<file path="src/rtl/seven_seg_pkg.sv">
// seven_seg_pkg: glyph constants, nibble codes and FSM states shared by the seven-segment reader
package seven_seg_pkg;
   localparam logic [6:0] GLYPH_0   = 7'h3F;
   localparam logic [6:0] GLYPH_1   = 7'h06;
   localparam logic [6:0] GLYPH_2   = 7'h5B;
   localparam logic [6:0] GLYPH_3   = 7'h4F;
   localparam logic [6:0] GLYPH_4   = 7'h66;
   localparam logic [6:0] GLYPH_5   = 7'h6D;
   localparam logic [6:0] GLYPH_6   = 7'h7D;
   localparam logic [6:0] GLYPH_7   = 7'h07;
   localparam logic [6:0] GLYPH_8   = 7'h7F;
   localparam logic [6:0] GLYPH_9   = 7'h67;
   localparam logic [6:0] GLYPH_A   = 7'h77;
   localparam logic [6:0] GLYPH_B   = 7'h7C;
   localparam logic [6:0] GLYPH_C   = 7'h39;
   localparam logic [6:0] GLYPH_D   = 7'h5E;
   localparam logic [6:0] GLYPH_E   = 7'h79;
   localparam logic [6:0] GLYPH_F   = 7'h71;
   localparam logic [6:0] GLYPH_ERR = 7'h49;
   localparam logic [3:0] NIB_ERR   = 4'hF;
   localparam logic [3:0] NIB_BAD   = 4'hE;
   typedef enum logic {TRACK, HOLD} state_t;
endpackage

</file>
<file path="src/rtl/seven_seg_glyph_decode.sv">
// seven_seg_glyph_decode: active-high segment pattern to nibble plus legality flag.
// Hex glyphs A-F are legal only when SEVEN_SEG_READER_HEX_EN is defined.
module seven_seg_glyph_decode
   import seven_seg_pkg::*;
(
   input  logic [6:0] pattern,
   output logic [3:0] nibble,
   output logic       legal
);
   always_comb begin
      nibble = NIB_BAD;
      legal  = 1'b0;
      case (pattern)
         GLYPH_0:   begin nibble = 4'h0; legal = 1'b1; end
         GLYPH_1:   begin nibble = 4'h1; legal = 1'b1; end
         GLYPH_2:   begin nibble = 4'h2; legal = 1'b1; end
         GLYPH_3:   begin nibble = 4'h3; legal = 1'b1; end
         GLYPH_4:   begin nibble = 4'h4; legal = 1'b1; end
         GLYPH_5:   begin nibble = 4'h5; legal = 1'b1; end
         GLYPH_6:   begin nibble = 4'h6; legal = 1'b1; end
         GLYPH_7:   begin nibble = 4'h7; legal = 1'b1; end
         GLYPH_8:   begin nibble = 4'h8; legal = 1'b1; end
         GLYPH_9:   begin nibble = 4'h9; legal = 1'b1; end
`ifdef SEVEN_SEG_READER_HEX_EN
         GLYPH_A:   begin nibble = 4'hA; legal = 1'b1; end
         GLYPH_B:   begin nibble = 4'hB; legal = 1'b1; end
         GLYPH_C:   begin nibble = 4'hC; legal = 1'b1; end
         GLYPH_D:   begin nibble = 4'hD; legal = 1'b1; end
         GLYPH_E:   begin nibble = 4'hE; legal = 1'b1; end
         GLYPH_F:   begin nibble = 4'hF; legal = 1'b1; end
`endif
         GLYPH_ERR: nibble = NIB_ERR;
         default:   nibble = NIB_BAD;
      endcase
   end
endmodule

</file>
<file path="src/rtl/seven_seg_reader.sv">
// seven_seg_reader: recovers BCD digits from multiplexed active-low segment drive.
// Define SEVEN_SEG_READER_HEX_EN (via seven_seg_glyph_decode) to accept A-F glyphs.
module seven_seg_reader
   import seven_seg_pkg::*;
#(
   parameter int NUM_DIGITS    = 4,
   parameter int STABLE_CYCLES = 4
) (
   input  logic                    clock,
   input  logic                    reset,
   input  logic [6:0]              seg_in,
   input  logic [NUM_DIGITS-1:0]   digit_sel,
   input  logic                    clear,
   output logic [4*NUM_DIGITS-1:0] value_out,
   output logic [NUM_DIGITS-1:0]   digit_valid,
   output logic                    frame_valid,
   output logic                    sel_error
);
   localparam logic [7:0] CNT_MAX = 8'(STABLE_CYCLES - 1);
   logic [NUM_DIGITS-1:0] samp_sel, seen, seen_next, commit_mask;
   logic [6:0]            samp_seg;
   logic [7:0]            cnt;
   state_t                state, state_next;
   logic                  same, multi, ready, frame_done, legal;
   logic [3:0]            nibble;

   seven_seg_glyph_decode u_decode (
      .pattern(~samp_seg),
      .nibble (nibble),
      .legal  (legal)
   );

   // A commit that coincides with a sample change stays in TRACK so the new pattern can commit later
   always_comb begin
      same        = {digit_sel, seg_in} == {samp_sel, samp_seg};
      multi       = (samp_sel & (samp_sel - NUM_DIGITS'(1))) != '0;
      ready       = state == TRACK && cnt == CNT_MAX && samp_sel != '0 && !multi;
      commit_mask = ready ? samp_sel : '0;
      seen_next   = seen | commit_mask;
      frame_done  = ready && &seen_next;
      state_next  = clear ? TRACK : (ready && same) ? HOLD : !same ? TRACK : state;
   end

   always_ff @(posedge clock or posedge reset)
      if (reset) begin
         samp_sel    <= '0;
         samp_seg    <= '0;
         cnt         <= '0;
         state       <= TRACK;
         seen        <= '0;
         value_out   <= '0;
         digit_valid <= '0;
         frame_valid <= 1'b0;
         sel_error   <= 1'b0;
      end else begin
         samp_sel <= digit_sel;
         samp_seg <= seg_in;
         state    <= state_next;
         cnt      <= (clear || !same) ? '0 : (cnt == CNT_MAX) ? cnt : cnt + 8'd1;
         if (clear) begin
            seen        <= '0;
            value_out   <= '0;
            digit_valid <= '0;
            frame_valid <= 1'b0;
            sel_error   <= 1'b0;
         end else begin
            seen        <= frame_done ? '0 : seen_next;
            frame_valid <= frame_done;
            sel_error   <= sel_error | multi;
            for (int i = 0; i < NUM_DIGITS; i++)
               if (commit_mask[i]) begin
                  value_out[4*i +: 4] <= nibble;
                  digit_valid[i]      <= legal;
               end
         end
      end
endmodule

</file>
<file path="config.mk">
export PLATFORM = sky130hd
export DESIGN_NAME = seven_seg_reader
export DESIGN_NICKNAME = d
export VERILOG_FILES = /design/src/rtl/seven_seg_pkg.sv /design/src/rtl/seven_seg_glyph_decode.sv /design/src/rtl/seven_seg_reader.sv
export SDC_FILE = /design/constraint.sdc
export NUM_CORES = 1
export LEC_CHECK = 0
export ABC_AREA = 0
export BUFFER_PORTS_ARGS = -buffer_cell sky130_fd_sc_hd__buf_4
export CAP_MARGIN = 20
export CORE_MARGIN = 2
export CORE_UTILIZATION = 56
export CTS_CLUSTER_DIAMETER = 40
export DETAILED_ROUTE_END_ITERATION = 16
export PLACE_DENSITY = 0.79
export SYNTH_ARGS = -nofsm -noshare
export SYNTH_HDL_FRONTEND = slang
export SYNTH_HIERARCHICAL = 1
export SYNTH_SLANG_ARGS = --single-unit
</file>
<file path="constraint.sdc">
create_clock -name clock -period 2.9 [get_ports clock]
set_clock_uncertainty 0.15 [all_clocks]
set_input_delay 0.58 -clock clock [delete_from_list [all_inputs] [get_ports clock]]
set_output_delay 0.58 -clock clock [all_outputs]
set_load 0.1 [all_outputs]
</file>
==> results of run 1 <==
==> kinds of logic (layout without fill, tap and decap cells) <==
logic type / after synthesis / in the layout / share of synthesized area
and+or+nand+nor: 84 / 84 / 0.223
DFF: 46 / 46 / 0.474
AOI/OAI and AO/OA: 27 / 27 / 0.0870
buffers and inverters: 25 / 58 / 0.0520
xor gates and xnor gates: 20 / 20 / 0.0721
muxes: 20 / 20 / 0.0824
adders and majority gates: 2 / 2 / 0.00927
==> per-layer routing <==
layer  share of wire  GRT usage
met5               0          0
met4           0.011     0.0577
met3           0.036     0.0462
met2            0.47      0.332
met1            0.48      0.300
==> how the worst min path moves through the flow <==
stage                                     startpoint                         end  slack (ns)  depth (start not counted)
after floorplan                   cnt[7]$_DFFE_PP0P_          cnt[7]$_DFFE_PP0P_        0.35                          2
after global placement     value_out[13]$_DFFE_PP0P_   value_out[13]$_DFFE_PP0P_        0.35                          2
after detailed placement  digit_valid[3]$_DFFE_PP0P_  digit_valid[3]$_DFFE_PP0P_        0.36                          2
after CTS                                      reset  digit_valid[2]$_DFFE_PP0P_        0.20                          2
after global routing                           reset   value_out[10]$_DFFE_PP0P_        0.24                          2
final                                          reset       frame_valid$_DFF_PP0_        0.20                          2
==> cells in the mapped netlist (2+ instances only) <==
| library cell | n | area share |
|---|---|---|
| sky130_fd_sc_hd__a211oi_1 | 3 | 0.0093 |
| sky130_fd_sc_hd__buf_4 | 2 | 0.0062 |
| sky130_fd_sc_hd__buf_6 | 3 | 0.014 |
| sky130_fd_sc_hd__mux2i_1 | 20 | 0.082 |
| sky130_fd_sc_hd__or3_1 | 3 | 0.0077 |
| sky130_fd_sc_hd__nor4_1 | 3 | 0.0077 |
| sky130_fd_sc_hd__nand2_1 | 4 | 0.0062 |
| sky130_fd_sc_hd__xor2_1 | 16 | 0.058 |
| sky130_fd_sc_hd__nor2_1 | 36 | 0.056 |
| sky130_fd_sc_hd__nand3_1 | 7 | 0.014 |
| sky130_fd_sc_hd__or3b_2 | 2 | 0.0072 |
| sky130_fd_sc_hd__clkbuf_1 | 5 | 0.0077 |
| sky130_fd_sc_hd__nor3_1 | 2 | 0.0041 |
| sky130_fd_sc_hd__dfrtp_1 | 46 | 0.47 |
| sky130_fd_sc_hd__a41oi_1 | 2 | 0.0072 |
| sky130_fd_sc_hd__nor4_4 | 4 | 0.035 |
| sky130_fd_sc_hd__xnor2_1 | 4 | 0.014 |
| sky130_fd_sc_hd__o21ai_0 | 4 | 0.0082 |
| sky130_fd_sc_hd__a21oi_1 | 6 | 0.012 |
| sky130_fd_sc_hd__buf_2 | 2 | 0.0041 |
| sky130_fd_sc_hd__nand3b_1 | 3 | 0.0093 |
| sky130_fd_sc_hd__or4b_2 | 4 | 0.016 |
| sky130_fd_sc_hd__or2_2 | 5 | 0.013 |
| sky130_fd_sc_hd__and4bb_2 | 2 | 0.010 |
| sky130_fd_sc_hd__inv_1 | 12 | 0.019 |
==> stage by stage <==
step | cell area (µm²) | hold WS (ns) | utilization | instances | setup slack, ns
2_1_floorplan | 2430 | 0.348 | - | 224 | 0.639
3_3_place_gp | 2700 | 0.354 | 0.660 | 299 | 0.479
3_5_place_dp | 2700 | 0.362 | 0.660 | 299 | 0.438
4_1_cts | 2800 | 0.202 | 0.686 | 307 | 0.437
5_1_grt | 2800 | 0.239 | 0.686 | 307 | 0.263
6_report | 2800 | 0.201 | 0.686 | 307 | 0.432
==> layout make-up <==
cell class,count,area [µm²]
clock buffers,7,76.3
clock inverters,1,30.0
fillers,313,1280
inverters,12,45.0
multi-input cells,153,1150
flip-flops and latches,46,1150
well taps,50,62.6
repair buffers,38,285
==> sequential cells by signal, indices dropped and copies added, names as in the netlist <==
signal       count
samp_seg         7
samp_sel         4
seen             4
state            1
digit_valid      4
sel_error        1
value_out       16
cnt              8
frame_valid      1
==> power groups by stage <==
stage	sequential, µW	combinational (µW)	clock, µW
floorplan	675	75.0	0
global placement	673	109	0
detailed placement	673	109	0
CTS	661	110	476
global route	663	121	501
finish	661	109	464
==> cell usage in the layout, fill, tap and decap left out, types with 2 or more instances in the layout <==
master | netlist | final
sky130_fd_sc_hd__a211oi_1 | 3 | 3
sky130_fd_sc_hd__a21oi_1 | 6 | 6
sky130_fd_sc_hd__a41oi_1 | 2 | 2
sky130_fd_sc_hd__and4bb_2 | 2 | 2
sky130_fd_sc_hd__buf_4 | 2 | 38
sky130_fd_sc_hd__clkbuf_1 | 5 | 2
sky130_fd_sc_hd__clkbuf_8 | 0 | 5
sky130_fd_sc_hd__dfrtp_1 | 46 | 46
sky130_fd_sc_hd__inv_1 | 12 | 11
sky130_fd_sc_hd__mux2i_1 | 20 | 20
sky130_fd_sc_hd__nand2_1 | 4 | 4
sky130_fd_sc_hd__nand3_1 | 7 | 7
sky130_fd_sc_hd__nand3b_1 | 3 | 3
sky130_fd_sc_hd__nor2_1 | 36 | 36
sky130_fd_sc_hd__nor3_1 | 2 | 2
sky130_fd_sc_hd__nor4_1 | 3 | 3
sky130_fd_sc_hd__nor4_4 | 4 | 4
sky130_fd_sc_hd__o21ai_0 | 4 | 4
sky130_fd_sc_hd__or2_2 | 5 | 5
sky130_fd_sc_hd__or3_1 | 3 | 3
sky130_fd_sc_hd__or3b_2 | 2 | 2
sky130_fd_sc_hd__or4b_2 | 4 | 4
sky130_fd_sc_hd__xnor2_1 | 4 | 4
sky130_fd_sc_hd__xor2_1 | 16 | 16
==> reports/results.txt, run 1 <==
Cell internal power was estimated by the tool at 948 µW. The critical path ends at seen[2]$_DFF_PP0_. Counting along the longest clock path gives a buffer depth of 2. The final critical-path share of the clock period was 0.851; the initial antenna violation count was 0. The first global-routing pass estimated 8.27 mm of wire.

Dividing the detail-routed wire length by the instance count gives 16.2 µm. The run gives 271 as the number of nets at the end of the flow. Clock-pin slew was measured on the worst setup and hold paths at 0.09 ns. The final period demand of the worst path was 2.47 ns; the level count of the clock H-tree was 2.

The worst setup slack for register-to-register paths was 0.43 ns; the number of DRC markers in iteration 0 was 61. Setup repair after global routing left no endpoint under its margin. For the number of global-route vias before repair, the log shows 1693.

The run gives 0 as the number of max-slew violations in the final report. The startpoint identified for the worst register-to-register timing path is cnt[3]$_DFFE_PP0P_. The number of cell instances on the worst register-to-register path is 4, and the count of inserted antenna diode cells is 0. Entering global routing, the biggest net connects 28 pins. The flow ran to the end, and the final reports show no timing, DRC or antenna violations.

The initial standard-cell utilization of the core was 0.595; the routability congestion estimate from global placement was 0.875. The HPWL after detailed placement is 3.64 mm. VDD sags by at most 0.000288 V. The path class of the tightest hold or removal check is input port to asynchronous set/reset pin. The floorplan step defined a core boundary enclosing 4090 µm². For this design, the CTS-stage hold fixing added 0 buffers. Buffers added to address setup during post-CTS repair amount to 0. The routed wire length came out at 4.99 mm. Along the worst path, the maximum fanout reaches 8. First-pass detailed-route iteration total: 5.

The critical path in this run is classified as flip-flop to flip-flop. Based on the critical path, the design can be clocked at up to 405 MHz. The post-detailed-route via-to-cell ratio works out to 5.71.

Buffers inserted during clock tree synthesis total 5. Summing every instance area after synthesis gives 2430 µm². Dividing the synthesized area by the synthesized cell count gives 10.8 µm². Summed over all layers, the global routing overflow is 0. The total routing resource utilization after global routing was 0.212; the setup violation total in the final timing report was 0.

TritonCTS built the clock tree. The fraction of registers with async set/reset is 1.00. For this design the total switching power over the nets is 287 µW. The share of cells above drive strength 1 came out at 0.265. The required time of the critical path is 2.89 ns.

In this run the worst setup path begins at cnt[3]$_DFFE_PP0P_. Setup total negative slack on the finished layout was measured at 0 ns. The signed area change from the synthesized netlist to the final layout is 15.3%. The critical path contains buffers and inverters numbering 0 combined.

For the combinational power share, the log shows 0.089. The logs give 224 for the synthesized netlist cell count and 0.376 for the part of the power in the clock network. For the relative slew slack, the log shows 0.428. For this run, design rule violations remaining after detail routing come to 0. The tools report the static leakage as 0.00125 µW. The flip-flop and latch count after synthesis works out to 46.

The category of the worst setup path capture point is a flip-flop. The delay contributed by the slowest stage of the critical path came out at 0.77 ns. The die outline width works out to 69.9 µm. In this run the critical register-to-register path is captured at seen[2]$_DFF_PP0_. The number of hold violations in the final report came out at 0.

The number of max-cap violations was 0. The critical path goes through or4_1, nor4_4, o21a_1, a41oi_1. The floorplan step defined a die boundary enclosing 4880 µm². The clock reaches the later pin of the worst-skew pair after 0.29 ns.

During synthesis, Yosys emitted a total of 6 warnings. The floorplan row count was 23. The number of input and output port buffers inserted was 35; the number of top-level pins was 36. The routed layout has 1753 vias. Total power per unit cell area: 440 nW/µm². The slowest stage of the critical path is the sky130_fd_sc_hd__or4_1 cell. In this run the remaining antenna-violating nets after routing total 0. Counting every net in the synthesized netlist gives 239.

The die is 69.9 µm tall. The synthesized design contains 0 enable-type register cells. The critical path runs through a total of 4 cells.

The post-CTS resize count was 0; the number of distinct library cells after synthesis was 49. The tree is rooted in a sky130_fd_sc_hd__clkbuf_8. The net switching fraction of the power is 0.232, and the total power after layout is 1230 µW. The sequential element share of the synthesized area was 0.474; the critical path data arrival time was 2.46 ns. The predominant post-synthesis flop cell was sky130_fd_sc_hd__dfrtp_1. In this design, the largest share of critical-path delay is due to simple AND/OR/NAND/NOR gates. Total clock sinks: 46. The sort of element at the start of the critical path is a flip-flop.

The tools report the relative contribution of sequential cells to total power as 0.535. For the pin with the worst max-slew slack, the measured transition is 0.852 ns.
No activity file was read; power rests on OpenSTA's default activity.
==> inputs of run 2 (changes only) <==
Settings changed: CELL_PAD_IN_SITES_DETAIL_PLACEMENT from default to 0, CELL_PAD_IN_SITES_GLOBAL_PLACEMENT from default to 2, CORE_UTILIZATION 56 to 37, PLACE_DENSITY 0.79 to default, PLACE_DENSITY_LB_ADDON from default to 0.1.
==> run 2 against run 1 <==
Effect of this change:
- die area is 48% higher
- cell count increased by 9.1%
- via count fell by 1.5%
- sequential share of layout area decreased by 0.76 points
- register-to-register slack hardly changed
- setup slack got worse by 0.0085 ns
==> reports/results.txt, run 2 (synthesized netlist as in run 1, its figures left out) <==
The number of flip-flops in the largest register is 16 (unchanged). Measured slew at the worst slew-check pin: 0.763 ns (-0.0894 ns). The worst hold path terminates at samp_seg[4]$_DFF_PP0_. The worst setup slack for register-to-register paths was 0.42 ns (about the same).

The number of nets at the end of the flow came out at 272 (+0.37%). The critical path is of the flip-flop to flip-flop type. The tools report the maximum number of pins on one net before global-route repair as 47 (+68%). The root buffer selected by CTS was sky130_fd_sc_hd__clkbuf_8. The number of cell instances on the worst register-to-register path is 4 (unchanged), and the final critical-path share of the clock period is 0.854 (+0.00294).

The post-detailed-route via-to-cell ratio works out to 5.15 (-9.8%). The die outline width is 85.0 µm (+22%), and the number of DRC markers in iteration 0 is 40 (-34%). The run gives 5 (unchanged) as the number of buffers created by CTS. Number of top-level pins: 36 (unchanged).

The routing usage on met2 is 0.241 (-0.0915). The total routing resource utilization after global routing is 0.157 (-0.0549), and the top fanout value on the critical path is 8 (unchanged). The number of max-slew violations in the final report is 0 (unchanged), and the required time of the critical path is 2.89 ns (about the same). The worst setup path is captured at a flip-flop. The tools report the global routing met1 resource utilization as 0.221 (-0.0795). The first-pass GRT wire length came out at 8.95 mm (+8.3%). The tools report the level count of the clock H-tree as 2 (unchanged). The run gives 0 (unchanged) as the initial antenna violation count.

The run gives 2740 µm² (+1.5%) as the total cell area at the placement stage. The instance count along the most critical hold path was 1; the post-CTS setup-driven buffer insertion count was 0 (unchanged). The sort of element at the start of the critical path was a flip-flop.

Floorplan row count: 29 (+26%). In this run the most used layer during global routing was met2. Setup repair after global routing left no endpoint under its margin. The worst hold path belongs to the class input port to flip-flop.

The total of hold buffers inserted after clock tree synthesis came out at 0 (unchanged). For the routability congestion estimate from global placement, the log shows 0.749 (-14%). Maximum number of buffers from clock root to sink: 2 (unchanged).

The area of the die was 7230 µm² (+48%); the routed wire length was 5.30 mm (+6.3%). The run finished with clean final reports. The average wire per cell in the routed design was 15.8 µm (-2.6%); the post-CTS resize count was 0 (unchanged).

The sum of negative setup slack is 0 ns (unchanged). The logs give 3.72 mm (+2.4%) for the total half-perimeter wirelength after legalization and detailed placement and 0.485 (+0.0567) for the relative slew slack. The maximum clock frequency is 404 MHz (-0.34%).

TritonCTS built the clock tree. The share of cells above drive strength 1 works out to 0.279 (+0.0145). In the layout the commonest cells are sky130_fd_sc_hd__dfrtp_1, sky130_fd_sc_hd__buf_4, sky130_fd_sc_hd__nor2_1.

Number of global-route vias before repair: 1712 (+1.1%). The fraction of the core area covered by cells at the end of the flow is 0.450 (-0.236). The core footprint is 6350 µm² (+55%), and the number of input and output port buffers inserted is 35 (unchanged).

The setup violation total in the final timing report was 0 (unchanged). Most flop-heavy register: value_out. The startpoint identified for the worst hold timing path is seg_in[4]. The clock latency on the worst-skew pair is 0.30 ns (about the same).

The final period demand of the worst path is 2.48 ns (+0.00854 ns). The library cell used most frequently in the layout, excluding fill and tap cells, is sky130_fd_sc_hd__dfrtp_1. The tools report the via count of the routed design as 1726 (-1.5%). The clock input transition at the sequential cells of the worst setup and hold paths was 0.10 ns (about the same); the number of max-cap violations was 0 (unchanged). The count of inserted antenna diode cells is 0 (unchanged), and the remaining antenna violation count is 0 (unchanged).

In this run the critical register-to-register path is captured at seen[2]$_DFF_PP0_. The logs give 602 (+92%) for the number of filler instances in the final layout and 46 (unchanged) for the total clock sinks. Initial standard-cell utilization of the core: 0.383 (-0.212). The number of hold violations in the final report is 0 (unchanged), and the total non-filler cell area in the finished layout is 2860 µm² (+1.9%).

The count of unresolved DRC violations after routing was 0 (unchanged). In the final layout, the registers with the most flip-flops are value_out x16, cnt x8, samp_seg x7. The height of the die is 85.0 µm (+22%), and the static leakage is 0.00126 µW (+0.91%). The tools report the met3 track demand over resource in global routing as 0.0360 (-0.0102). The critical path data arrival time was 2.47 ns (about the same). The total power per unit cell area came out at 447 nW/µm² (+1.4%). The startpoint of the most critical register-to-register path is cnt[3]$_DFFE_PP0P_. The first-pass detailed-route iteration total came out at 4 (-1). The global-route congestion overflow total came out at 0 (unchanged). The worst ir drop on vdd is 0.000231 V (-20%), and the signed area change from the synthesized netlist to the final layout is 17.5%.
[run 2: power breakdown]
group | total [µW] | internal, µW | leakage, µW | switching (µW)
clock | 504 | 263 | 0.0000563 | 241
sequential | 661 | 650 | 0.000616 | 11.1
combinational | 110 | 40.2 | 0.000589 | 70.2
[run 2: metrics by stage]
step	setup WS, ns	total power [µW]	hold slack [ns]	instances
finish	0.423	1280	0.248	335
global route	0.294	1330	0.229	335
CTS	0.382	1290	0.233	335
detailed placement	0.395	784	0.358	327
global placement	0.417	786	0.355	327
floorplan	0.639	750	0.348	224
[run 2: how the worst max path moves through the flow]
stage / from / endpoint / slack (ns)
after floorplan: cnt[0]$_DFFE_PP0P_ / frame_valid$_DFF_PP0_ / 0.64
after global placement: cnt[3]$_DFFE_PP0P_ / seen[2]$_DFF_PP0_ / 0.42
after detailed placement: cnt[3]$_DFFE_PP0P_ / seen[2]$_DFF_PP0_ / 0.40
after CTS: cnt[3]$_DFFE_PP0P_ / seen[2]$_DFF_PP0_ / 0.38
after global routing: cnt[3]$_DFFE_PP0P_ / seen[2]$_DFF_PP0_ / 0.29
final: cnt[3]$_DFFE_PP0P_ / seen[2]$_DFF_PP0_ / 0.42
[run 2: worst max-delay path, stage by stage, from the launching register on]
cell and delay [ns]:
sky130_fd_sc_hd__dfrtp_1 0.43, sky130_fd_sc_hd__or4_1 0.76, sky130_fd_sc_hd__nor4_4 0.64, sky130_fd_sc_hd__o21a_1 0.22, sky130_fd_sc_hd__a41oi_1 0.12
[run 2: cell type report]
| cell class | instances | area, µm² | area share |
|---|---|---|---|
| multi-input combinational | 153 | 1150 | 0.404 |
| sequential | 46 | 1150 | 0.403 |
| timing repair buffer | 39 | 293 | 0.103 |
| tap | 77 | 96.3 | 0.0337 |
| clock buffer | 5 | 68.8 | 0.0241 |
| clock inverter | 3 | 48.8 | 0.0171 |
| inverter | 12 | 45.0 | 0.0158 |
[run 2: metal layers]
layer  share of wire  vias up  wire (µm)
li1                -      855          -
met1            0.49      833       2580
met2            0.46       31       2460
met3           0.040        7        212
met4           0.010        0         54
met5               0        -          0
